## src/rtl/pipe_hazard_ctrl.sv

```systemverilog
// pipe_hazard_ctrl: stage enables, bubbles, valids, forwarding, flush, memory-wait and debug-step control for the 5-stage pipeline
module pipe_hazard_ctrl #(
    parameter int REG_AW   = 5,
    parameter int CNT_W    = 32,
    parameter int DBG_SYNC = 2,
    parameter int FWD_EN   = 1
) (
    input  logic              clk,
    input  logic              rst,
    input  logic              debug_en,
    input  logic              debug_step,
    input  logic              inst_ready,
    input  logic              mem_ready,
    input  logic              predict_wrong,
    input  logic [REG_AW-1:0] rs_addr_id,
    input  logic [REG_AW-1:0] rt_addr_id,
    input  logic              rs_used_id,
    input  logic              rt_used_id,
    input  logic [REG_AW-1:0] regw_addr_exe,
    input  logic [REG_AW-1:0] regw_addr_mem,
    input  logic [REG_AW-1:0] regw_addr_wb,
    input  logic              wb_wen_exe,
    input  logic              wb_wen_mem,
    input  logic              wb_wen_wb,
    input  logic              mem_ren_exe,
    input  logic              mem_ren_mem,
    input  logic              mem_wen_mem,
    output logic              if_en,
    output logic              id_en,
    output logic              exe_en,
    output logic              mem_en,
    output logic              wb_en,
    output logic              id_rst,
    output logic              exe_rst,
    output logic              id_valid,
    output logic              exe_valid,
    output logic              mem_valid,
    output logic              wb_valid,
    output logic [1:0]        forwards,
    output logic [1:0]        forwardt,
    output logic              retire,
    output logic [CNT_W-1:0]  stall_cnt,
    output logic [CNT_W-1:0]  flush_cnt
);

    logic [DBG_SYNC-1:0] sync_q, sync_d;
    logic                step_prev_q, step_prev_d, step_pending_q, step_pending_d;
    logic                id_valid_q, id_valid_d, exe_valid_q, exe_valid_d;
    logic                mem_valid_q, mem_valid_d, wb_valid_q, wb_valid_d;
    logic [CNT_W-1:0]    stall_cnt_q, stall_cnt_d, flush_cnt_q, flush_cnt_d;
    logic                step_edge, step_go, dbg_hold, mem_wait, freeze, flush, hazard;
    logic                rs_e, rs_m, rs_w, rt_e, rt_m, rt_w;

    function automatic logic match(input logic used, input logic [REG_AW-1:0] src,
                                   input logic vld, input logic wen, input logic [REG_AW-1:0] dst);
        return used && src != '0 && vld && wen && dst == src;
    endfunction

    function automatic logic [1:0] fwd_sel(input logic e, input logic m, input logic w, input logic ld);
        return (FWD_EN == 0) ? 2'd0 : (e && !ld) ? 2'd1 : m ? 2'd2 : w ? 2'd3 : 2'd0;
    endfunction

    assign rs_e = match(rs_used_id, rs_addr_id, exe_valid_q, wb_wen_exe, regw_addr_exe);
    assign rs_m = match(rs_used_id, rs_addr_id, mem_valid_q, wb_wen_mem, regw_addr_mem);
    assign rs_w = match(rs_used_id, rs_addr_id, wb_valid_q, wb_wen_wb, regw_addr_wb);
    assign rt_e = match(rt_used_id, rt_addr_id, exe_valid_q, wb_wen_exe, regw_addr_exe);
    assign rt_m = match(rt_used_id, rt_addr_id, mem_valid_q, wb_wen_mem, regw_addr_mem);
    assign rt_w = match(rt_used_id, rt_addr_id, wb_valid_q, wb_wen_wb, regw_addr_wb);

    // A step is available either from an earlier latched edge or from an edge seen right now
    assign step_edge = sync_q[DBG_SYNC-1] & ~step_prev_q;
    assign step_go   = step_pending_q | step_edge;
    assign dbg_hold  = debug_en & ~step_go;
    assign mem_wait  = mem_valid_q & (mem_ren_mem | mem_wen_mem) & ~mem_ready;
    assign freeze    = dbg_hold | mem_wait;
    assign flush     = predict_wrong & exe_valid_q;
    assign hazard    = (FWD_EN != 0) ? (mem_ren_exe & (rs_e | rt_e))
                                     : (rs_e | rs_m | rs_w | rt_e | rt_m | rt_w);

    assign forwards  = fwd_sel(rs_e, rs_m, rs_w, mem_ren_exe);
    assign forwardt  = fwd_sel(rt_e, rt_m, rt_w, mem_ren_exe);
    assign retire    = wb_valid_q & ~freeze;
    assign id_valid  = id_valid_q;
    assign exe_valid = exe_valid_q;
    assign mem_valid = mem_valid_q;
    assign wb_valid  = wb_valid_q;
    assign stall_cnt = stall_cnt_q;
    assign flush_cnt = flush_cnt_q;

    // While reset is held the stage controls sit at their free-running values
    always_comb begin
        {if_en, id_en, exe_en, mem_en, wb_en} = '1;
        {id_rst, exe_rst} = '0;
        if (rst) begin
            if (freeze) begin
                {if_en, id_en, exe_en, mem_en, wb_en} = '0;
            end else if (flush) begin
                {id_rst, exe_rst} = '1;
            end else if (hazard) begin
                {if_en, id_en} = '0;
                exe_rst = 1'b1;
            end else if (!inst_ready) begin
                if_en = 1'b0;
                id_rst = 1'b1;
            end
        end
    end

    always_comb begin
        id_valid_d     = id_en  ? ~id_rst : id_valid_q;
        exe_valid_d    = exe_en ? (id_valid_q & ~exe_rst) : exe_valid_q;
        mem_valid_d    = mem_en ? exe_valid_q : mem_valid_q;
        wb_valid_d     = wb_en  ? mem_valid_q : wb_valid_q;
        sync_d         = {sync_q[DBG_SYNC-2:0], debug_step};
        step_prev_d    = sync_q[DBG_SYNC-1];
        step_pending_d = debug_en & step_go & mem_wait;
        stall_cnt_d    = (!dbg_hold && !if_en && stall_cnt_q != '1) ? stall_cnt_q + CNT_W'(1) : stall_cnt_q;
        flush_cnt_d    = (!freeze && flush && flush_cnt_q != '1) ? flush_cnt_q + CNT_W'(1) : flush_cnt_q;
    end

    always_ff @(posedge clk or negedge rst) begin
        if (!rst) begin
            sync_q         <= '0;
            step_prev_q    <= 1'b0;
            step_pending_q <= 1'b0;
            id_valid_q     <= 1'b0;
            exe_valid_q    <= 1'b0;
            mem_valid_q    <= 1'b0;
            wb_valid_q     <= 1'b0;
            stall_cnt_q    <= '0;
            flush_cnt_q    <= '0;
        end else begin
            sync_q         <= sync_d;
            step_prev_q    <= step_prev_d;
            step_pending_q <= step_pending_d;
            id_valid_q     <= id_valid_d;
            exe_valid_q    <= exe_valid_d;
            mem_valid_q    <= mem_valid_d;
            wb_valid_q     <= wb_valid_d;
            stall_cnt_q    <= stall_cnt_d;
            flush_cnt_q    <= flush_cnt_d;
        end
    end

endmodule

```

## config.mk

```make
export PLATFORM = sky130hd
export DESIGN_NAME = pipe_hazard_ctrl
export DESIGN_NICKNAME = d
export VERILOG_FILES = /design/src/rtl/pipe_hazard_ctrl.sv
export SDC_FILE = /design/constraint.sdc
export NUM_CORES = 1
export LEC_CHECK = 0
export CORE_UTILIZATION = 40
export DETAILED_ROUTE_END_ITERATION = 7
export GPL_TIMING_DRIVEN = 1
export PLACE_DENSITY_LB_ADDON = 0.15
export SLEW_MARGIN = 15
export SYNTH_ARGS = -nofsm -noshare
export SYNTH_HDL_FRONTEND = slang
export SYNTH_SLANG_ARGS = --single-unit
```

## constraint.sdc

```tcl
create_clock -name clk -period 2.6 [get_ports clk]
set_input_delay 0.52 -clock clk [delete_from_list [all_inputs] [get_ports clk]]
set_output_delay 0.52 -clock clk [all_outputs]
set_load 0.01 [all_outputs]
```

==> results of run 1 <==
[area by class of cell]
type,instances,area (µm²)
clock inverters,5,56.3
inverters,14,52.6
repair buffers,171,1490
clock buffers,11,141
flip-flops and latches,72,1800
fillers,806,3480
multi-input cells,286,2060
well taps,129,161
[cells by family (layout without fill, tap and decap cells)]
family | count (synthesis) | count (layout) | share of synthesized area, %
AND/OR/NAND/NOR | 160 | 160 | 23.1
XOR/XNOR | 91 | 91 | 21.0
flip-flops | 72 | 72 | 47.4
AO/OA/AOI/OAI | 30 | 30 | 4.77
buffers and inverters | 20 | 201 | 2.24
multiplexers | 3 | 3 | 0.888
adder cells (fa/ha/maj) | 2 | 2 | 0.658
[report_power, final]
| group | switching (µW) | internal, µW | total, µW |
|---|---|---|---|
| logic | 319 | 411 | 730 |
| clock network | 413 | 468 | 881 |
| registers | 137 | 1220 | 1350 |
| total | 869 | 2100 | 2970 |
[metrics by stage]
step	instances	total power [µW]	TNS (ns)	cell area [µm²]	hold WS, ns
finish	688	2970	0	5760	0.355
global route	688	3120	-0.0359	5760	0.364
CTS	686	2980	0	5700	0.357
detailed placement	668	2090	-11.12	5480	0.341
global placement	668	2070	-11.06	5480	0.336
floorplan	378	1630	0	3800	0.224
[timing repair]
action	4_1_cts	5_1_grt
hold buffers	1	0
endpoints found under the setup margin	13	7
gates resized for setup	93	40
pin swaps	12	28
hold endpoints to repair	2	0
buffers inserted	1	2
[cell usage after synthesis (all sizes together) (2+ instances only)]
| cell | count |
|---|---|
| nand4 | 28 |
| nand3 | 26 |
| xnor2 | 67 |
| mux2 | 3 |
| o21ai | 10 |
| nand2 | 29 |
| or3 | 5 |
| buf | 4 |
| and2 | 4 |
| and3 | 13 |
| or4 | 5 |
| xor2 | 24 |
| a21oi | 9 |
| nand2b | 4 |
| clkbuf | 2 |
| inv | 14 |
| nor3 | 11 |
| dfrtp | 72 |
| and4 | 3 |
| nor2 | 22 |
| o21a | 2 |
| ha | 2 |
| nor4 | 6 |
[routing by layer]
layer | global-route usage, % | wire length [µm] | vias to the layer above
li1 | - | - | 1668
met1 | 27.3 | 4490 | 1672
met2 | 34.0 | 4760 | 72
met3 | 4.29 | 292 | 10
met4 | 5.43 | 115 | 0
met5 | 0 | 0 | -
[worst paths after layout]
check | depth (start not counted) | slack [ns] | from | to
min | 0 | 0.35 | sync_q[0] | sync_q[1]
min in group asynchronous | 2 | 0.54 | rst | wb_valid
max | 9 | 0.06 | rt_addr_id[1] | if_en
max in group asynchronous | 3 | 0.97 | rst | step_prev_q
max reg2reg | 6 | 0.18 | flush_cnt[4] | flush_cnt[23]
min reg2reg | 0 | 0.35 | sync_q[0] | sync_q[1]
[flip-flops by register name (all words and copies together), names as in the netlist]
register / cells
flush_cnt: 32
wb_valid: 1
step_prev_q: 1
exe_valid: 1
step_pending_q: 1
id_valid: 1
stall_cnt: 32
sync_q: 2
mem_valid: 1
[critical path: cells and delay by family]
kind | cells | cell delay [ns]
buffers and inverters | 3 | 0.42
and+or+nand+nor | 2 | 0.58
AOI/OAI and AO/OA | 4 | 0.48
==> summary.md, run 1 <==
| Metric | Value |
|---|---|
| Unrepaired setup endpoints after global routing | yes |
| Clock tree from TritonCTS | built |
| Worst slack at placement | -0.744 ns |
| Final hold violation count | 0 |
| Global-route wire length before repair | 16100 µm |
| Overall fraction of global-route tracks in use | 20.5% |
| Share of the cycle needed by the critical path after routing | 97.6% |
| CP max stage delay | 0.53 ns |
| Number of unique standard cell types used by synthesis | 42 |
| Post-DR wirelength/cell | 14.0 µm |
| Clock root buffer | clkbuf_8 |
| Top-area cell type share of the netlist area | 47.4% |
| Final weighted congestion in routability-driven placement | 0.836 |
| Via-to-Cell Ratio | 4.97 |
| Total of flip-flops plus latches after synthesis | 72 |
| Largest fanout on the critical path | 5 |
| Number of warnings printed during yosys synthesis | 0 |
| Number of max-slew violations in the final report | 0 |
| Total overflow reported by the global router | 0 |
| Kind of end point of the critical path | output pin |
| Number of buffer cells added on primary ports | 119 |
| Data arrival time of the worst path | 2.02 ns |
| Maximum clock path buffer count | 2 |
| Share of the yosys chip area belonging to registers | 47.4% |
| Final setup skew | 0.0120 ns |
| Vias | 3422 |
| Clock transition at the registers of the reported paths | 0.07 ns |
| Die area | 9900 µm² |
| Final nets | 596 |
| DIE WIDTH | 99.5 µm |
| Area delta synth->final | 51.5% |
| Worst path cell trace | buf_8 -> or4_4 -> o21ai_4 -> nor4_4 -> o21ai_1 -> buf_4 -> a21oi_2 -> o21ai_1 -> buf_2 |
| Final-report setup violation count | 0 |
| Top achievable clock speed | 394 MHz |
| Cell types occupying the most area after synthesis | dfrtp_1 47%, xnor2_1 15%, xor2_1 5.5%, nand4_1 4.4%, nand3_1 3.4% |
| Max-Cap Viols | 0 |
| Number of detailed-routing iterations run before antenna repair | 4 |
| LEAKAGE | 0.00256 µW |
| Total routed wirelength | 9660 µm |
| Drt drc | 0 |
| Outcome | complete, no violations |
| Number of DRC markers after the initial detailed-route iteration | 98 |
| Proportion of register bits with asynchronous set or reset after synthesis | 100% |
| Slew at the pin closest to its max-slew limit | 0.886 ns |
| Minimum setup slack in the final design | 0.0627 ns |
| Number of sinks handled by clock tree synthesis | 72 |
| Antenna violations before repair | 0 |
| Count of flip-flops with a built-in enable after synthesis | 0 |
| Hold WC Path Type | register to register |
| PD cells | 514 nW/µm² |
| # IOs | 120 |
| Max_slew headroom | 41.0% |
| # rows | 35 |
| Net count of the mapped netlist | 420 |
| Insertion delay of the later-clocked pin in the worst-skew pair | 0.34 ns |
| Crit Path Category | input port to output pin |
| Maximum vdd ir drop | 0.546 mV |
| Crit start category | input port |
| Initial cell density of the core | 41.2% |
| Final Util | 62.4% |
| Most common cell after layout, fill and taps aside | clkdlybuf4s50_1 |
| Most used DFF post-synth | dfrtp_1 |
| Final ANT Viol Nets | 0 |
| Die Y | 99.5 µm |
| Maximum level of the CTS H-tree | 3 |
| Core Box Area | 9240 µm² |
| Syn Inst Count | 378 |
| Total CTS buffers | 9 |
| Netlist area before placement | 3800 µm² |
| Time the worst path needs with I/O delays and setup | 2.54 ns |
| Detailed-placement wirelength estimate | 7230 µm |
| Cell taking the most area after synthesis | dfrtp_1 |
| Cell occurring most often along the worst timing path | o21ai_1 |
| Data required, critical path | 2.08 ns |
| Synthesized area per cell | 10.1 µm² |
| Fraction of final layout cells with drive strength greater than 1 | 21.5% |
| Most used cells in the layout excluding fill and tap cells | 80 x clkdlybuf4s50_1, 72 x dfrtp_1, 63 x xnor2_1 |
| Antenna diode count | 0 |
| Pin count of the biggest net entering global routing | 72 |
| Crit-path slowest cell | or4_4 |
| Vias in the first global route | 3333 |
(Power assumes the default switching activity.)
==> inputs of run 2 (changes only) <==
- CORE_ASPECT_RATIO: unset -> 0.8
- PLACE_DENSITY: unset -> 0.73
- PLACE_DENSITY_LB_ADDON: 0.15 -> unset
==> run 2 against run 1 <==
The run now ends with DRC left. Register-to-register slack got worse by 0.02 ns. Critical path depth stayed put. Routed wire length grew 10%.
==> summary.md, run 2 (synthesis gave the netlist of run 1 again) <==
| Metric | Value |
|---|---|
| Die Y | 89.2 µm |
| Crit start category | input port |
| Reg-to-reg critical path startpoint | flush_cnt[5] |
| Unrepaired setup endpoints after global routing | yes |
| DIE WIDTH | 111 µm |
| Endpoint of the most critical register-to-register path | flush_cnt[3] |
| Drt drc | 19 |
| Vias | 3521 |
| Area occupied by registers | 1800 µm² |
| Area delta synth->final | 56.0% |
| LEAKAGE | 0.00264 µW |
| Clock transition at the registers of the reported paths | 0.06 ns |
| Count of placed standard cells in the final layout, fillers left out | 678 |
| Final Util | 64.8% |
| Max-Cap Viols | 0 |
| Fraction of final layout cells with drive strength greater than 1 | 22.2% |
| Setup slack on the worst flop-to-flop path | 0.16 ns |
| Crit Path Category | input port to output pin |
| Fill cell total of the finished layout | 746 |
| Number of buffer cells added on primary ports | 119 |
| Post-DR wirelength/cell | 15.7 µm |
| Detailed-placement wirelength estimate | 7930 µm |
| Total power | 3380 µW |
| Area after detailed placement | 5490 µm² |
| PD cells | 569 nW/µm² |
| Total routed wirelength | 10600 µm |
| CP max stage delay | 0.54 ns |
| Worst path cell trace | buf_6 -> or4_4 -> o21ai_4 -> nor4_4 -> o21ai_1 -> buf_4 -> a21oi_2 -> nor3_1 -> buf_2 |
| Final weighted congestion in routability-driven placement | 0.833 |
| Most common cell after layout, fill and taps aside | clkdlybuf4s50_1 |
| Insertion delay of the later-clocked pin in the worst-skew pair | 0.33 ns |
| Pin count of the biggest net entering global routing | 69 |
| Kind of end point of the critical path | output pin |
| Antenna diode count | 0 |
| # rows | 31 |
| Top achievable clock speed | 386 MHz |
| Post-Place Cells | 658 |
| Outcome | finished with violations |
| Worst-case reg-to-reg path depth | 7 |
| Number of DRC markers after the initial detailed-route iteration | 206 |
| Time the worst path needs with I/O delays and setup | 2.59 ns |
| Initial cell density of the core | 41.6% |
| Maximum vdd ir drop | 0.293 mV |
| Slew at the pin closest to its max-slew limit | 0.833 ns |
| Vias in the first global route | 3485 |
| Largest fanout on the critical path | 6 |
| Total overflow reported by the global router | 0 |
| Final nets | 600 |
| Hold WC Path Type | input port to async pin |
| Total CTS buffers | 9 |
| Maximum level of the CTS H-tree | 3 |
| Number of sinks handled by clock tree synthesis | 72 |
| Via-to-Cell Ratio | 5.19 |
| Data arrival time of the worst path | 2.07 ns |
| Number of max-slew violations in the final report | 0 |
| Start point of the critical path | rs_addr_id[2] |
| Die area | 9910 µm² |
| Final-report setup violation count | 0 |
| Non-Filler Cell Area, Final | 5930 µm² |
| Total negative setup slack | 0 ns |
| # IOs | 120 |
| Failing checks | DRC |
| Overall fraction of global-route tracks in use | 21.9% |
| Max_slew headroom | 44.5% |
| Number of detailed-routing iterations run before antenna repair | 6 |
| Global-route wire length before repair | 16900 µm |
| Clock root buffer | clkbuf_16 |
| Maximum clock path buffer count | 2 |
| Most used cells in the layout excluding fill and tap cells | 81 x clkdlybuf4s50_1, 72 x dfrtp_1, 63 x xnor2_1 |
| Antenna violations before repair | 0 |
| Core Box Area | 9150 µm² |
| Final hold violation count | 0 |
| Final setup skew | 0.00752 ns |
| Crit-path slowest cell | or4_4 |
| Total area of multi-input combinational cells | 2070 µm² |
| Clock tree from TritonCTS | built |
| Share of the cycle needed by the critical path after routing | 99.7% |
| Data required, critical path | 2.08 ns |
| Final ANT Viol Nets | 0 |
==> run 2: how the worst max path moves through the flow <==
stage	to	slack, ns	cells after the start
after floorplan	if_en	0.06	6
after global placement	id_rst	-0.79	9
after detailed placement	if_en	-0.84	9
after CTS	id_rst	-0.02	9
after global routing	exe_rst	-0.05	9
final	id_rst	0.009	9
==> run 2: stage by stage <==
step	setup slack (ns)	hold WS [ns]
2_1_floorplan	0.0560	0.224
3_3_place_gp	-0.793	0.345
3_5_place_dp	-0.842	0.355
4_1_cts	-0.0185	0.0124
5_1_grt	-0.0515	0.0179
6_report	0.00862	0.0187
==> run 2: power by group <==
group | total (µW) | internal [µW] | switching [µW]
sequential | 1340 | 1220 | 122
clock | 1250 | 772 | 483
combinational | 783 | 437 | 346
total | 3380 | 2430 | 951
==> run 2: critical path: cells and delay by family <==
kind / cells / cell delay [ns]
simple gates: 3 / 0.74
buf+inv: 3 / 0.43
compound gates: 3 / 0.38
==> run 2: what timing repair did <==
action,4_1_cts,5_1_grt
hold buffers,0,0
gates resized for setup,103,37
pin swaps,16,26
setup buffers,3,1
setup endpoints to repair,39,14
==> run 2: per-layer routing <==
metal	share of wire (%)	wire (µm)	GRT usage (%)
met1	44	4640	26.9
met2	48	5140	38.6
met3	5.4	572	4.75
met4	2.6	271	8.35
met5	0	0	0
==> run 2: final cells by class <==
class	count	area share, %
multi-input cells	286	35.0
flip-flops and latches	72	30.4
repair buffers	175	26.2
clock buffers	10	4.03
well taps	115	2.42
clock inverters	6	1.14
inverters	14	0.886
==> inputs of run 3 (changes only) <==
- SETUP_SLACK_MARGIN: unset -> 0.15
==> run 3 against run 2 <==
First-iteration DRC count down 5.8%. Routed wire length up 2.2%. Critical endpoint is now forwardt[0]. The flow finishes with violations (DRC, setup timing). Largest cell class unchanged. Via count up 0.65%. Sequential share of layout area down 0.84 points. Critical path depth up 1. Die area unchanged. Cell count up 0.88%. Hold slack better by 0.34 ns. Register-to-register slack better by 0.10 ns. Clock skew up 0.0034 ns. Sequential power about the same.
==> summary.md, run 3 (synthesis gave the netlist of run 1 again) <==
| Metric | Value |
|---|---|
| Outcome | finished with violations |
| Failing checks | DRC, setup timing |
| Insertion delay of the later-clocked pin in the worst-skew pair | 0.32 ns |
| Overall fraction of global-route tracks in use | 21.9% |
| Crit-path slowest cell | or4_4 |
| Area delta synth->final | 60.7% |
| Clock transition at the registers of the reported paths | 0.05 ns |
| Cell occurring most often along the worst timing path | buf_6 |
| Final ANT Viol Nets | 0 |
| # IOs | 120 |
| Global-route wire length before repair | 17000 µm |
| Vias in the first global route | 3531 |
| Worst hold endpoint | sync_q[1] |
| Critical Path Stages | 10 |
| Unrepaired setup endpoints after global routing | yes |
| Core Box Area | 9150 µm² |
| Internal power | 2510 µW |
| DIE WIDTH | 111 µm |
| Clock root buffer | clkbuf_16 |
| Startpoint of the most critical hold path | sync_q[0] |
| Drt drc | 14 |
| Fraction of final layout cells with drive strength greater than 1 | 27.8% |
| Max_slew headroom | 40.4% |
| Antenna diode count | 0 |
| Maximum clock path buffer count | 2 |
| LEAKAGE | 0.00270 µW |
| Setup slack on the worst flop-to-flop path | 0.26 ns |
| Initial cell density of the core | 41.6% |
| Detailed-placement wirelength estimate | 7760 µm |
| Crit Path Category | input port to output pin |
| Total negative setup slack | -0.0229 ns |
| Final-report setup violation count | 2 |
| Buffers & Inverters on Critical Path | 5 |
| Antenna violations before repair | 0 |
| Post-Place Cells | 648 |
| Vias | 3544 |
| Data arrival time of the worst path | 2.09 ns |
| Via-to-Cell Ratio | 5.18 |
| Reg-to-reg critical path startpoint | flush_cnt[7] |
| Crit start category | input port |
| Fill cell total of the finished layout | 691 |
| Worst path cell trace | buf_6 -> or4_4 -> o21ai_4 -> buf_4 -> buf_6 -> buf_6 -> nor4_2 -> nand2b_1 -> o21ai_2 -> buf_2 |
| Die area | 9910 µm² |
| Clock share of power | 37.7% |
| Slew at the pin closest to its max-slew limit | 0.894 ns |
| Final nets | 606 |
| Switching part of the total | 27.5% |
| Endpoint of the most critical register-to-register path | flush_cnt[27] |
| Hold WC Path Type | register to register |
| Clock tree from TritonCTS | built |
| Final Util | 66.8% |
| Maximum vdd ir drop | 0.313 mV |
| Die Y | 89.2 µm |
| Number of DRC markers after the initial detailed-route iteration | 194 |
| Total overflow reported by the global router | 0 |
| # rows | 31 |
| Pin count of the biggest net entering global routing | 72 |
| Count of placed standard cells in the final layout, fillers left out | 684 |
| Number of buffer cells added on primary ports | 119 |
| Number of max-slew violations in the final report | 0 |
| Most common cell after layout, fill and taps aside | clkdlybuf4s50_1 |
| Worst Hold Depth | 0 |
| Total CTS buffers | 9 |
| Number of detailed-routing iterations run before antenna repair | 7 |
| Maximum level of the CTS H-tree | 3 |
| Data required, critical path | 2.08 ns |
| Share of the cycle needed by the critical path after routing | 100% |
| Largest fanout on the critical path | 2 |
| Final setup skew | 0.0109 ns |
| Final hold violation count | 0 |
| Total routed wirelength | 10900 µm |
| Post-DR wirelength/cell | 15.9 µm |
| CP max stage delay | 0.53 ns |
| Worst-case reg-to-reg path depth | 6 |
| Top achievable clock speed | 383 MHz |
| Proportion of power drawn by flip-flops and latches | 38.8% |
| Number of sinks handled by clock tree synthesis | 72 |
| Most used cells in the layout excluding fill and tap cells | 78 x clkdlybuf4s50_1, 70 x dfrtp_1, 58 x xnor2_1 |
| Cell family with the largest share of critical-path delay | simple AND/OR/NAND/NOR gates |
| Time the worst path needs with I/O delays and setup | 2.61 ns |
| Minimum setup slack in the final design | -0.0121 ns |
| Psw | 954 µW |
| Combinational cell fraction of total power | 23.5% |
| Max-Cap Viols | 0 |
| PD cells | 567 nW/µm² |
| Kind of end point of the critical path | output pin |
| Final weighted congestion in routability-driven placement | 0.892 |
-- run 3: cell count changes in the layout (fill, tap and decap cells not counted), sizes merged, moves of 2 or more --
cell	delta
clkinvlp	-2
clkdlybuf4s50	-3
buf	+12
dlymetal6s2s	-4
-- run 3: timing repair --
item                                   4_1_cts  5_1_grt
endpoints found under the hold margin        2        0
resized for setup                          147       52
buffers inserted                            13        6
pin swaps                                   30       28
setup endpoints to repair                   44       41
hold buffers                                 1        0
-- run 3: area by class of cell --
class,count,area [µm²],area share [%]
timing repair buffer,181,1600,26.2
clock inverter,6,91.3,1.49
inverter,14,52.6,0.860
clock buffer,10,229,3.75
tap,115,144,2.35
sequential,72,1800,29.5
multi-input combinational,286,2190,35.8
-- run 3: power by group through the flow --
stage / clock (µW) / combinational [µW] / sequential [µW]
CTS: 1340 / 770 / 1340
finish: 1310 / 815 / 1350
detailed placement: 0 / 746 / 1360
floorplan: 0 / 242 / 1390
global route: 1400 / 875 / 1360
global placement: 0 / 727 / 1350
-- run 3: metrics by stage --
step                hold slack (ns)  setup WS, ns  cell area, µm²  power (µW)
floorplan                     0.224         0.186            3810        1630
global placement              0.338        -0.822            5430        2080
detailed placement            0.345        -0.864            5430        2110
CTS                           0.356        0.0100            5920        3450
global route                  0.374       -0.0549            6110        3630
finish                        0.359       -0.0121            6110        3470
-- run 3: worst max-delay path by stage --
stage	start	end	slack, ns
floorplan	regw_addr_exe[0]	exe_rst	0.19
global placement	rt_addr_id[1]	id_rst	-0.82
detailed placement	rt_addr_id[1]	if_en	-0.86
CTS	rs_addr_id[1]	if_en	0.01
global route	rt_addr_id[3]	if_en	-0.05
finish	rt_addr_id[3]	forwardt[0]	-0.01
-- run 3: per-layer routing --
layer | wire (µm) | GRT usage (%)
met1 | 4720 | 27.1
met2 | 5370 | 38.4
met3 | 593 | 5.42
met4 | 179 | 7.00
met5 | 0 | 0
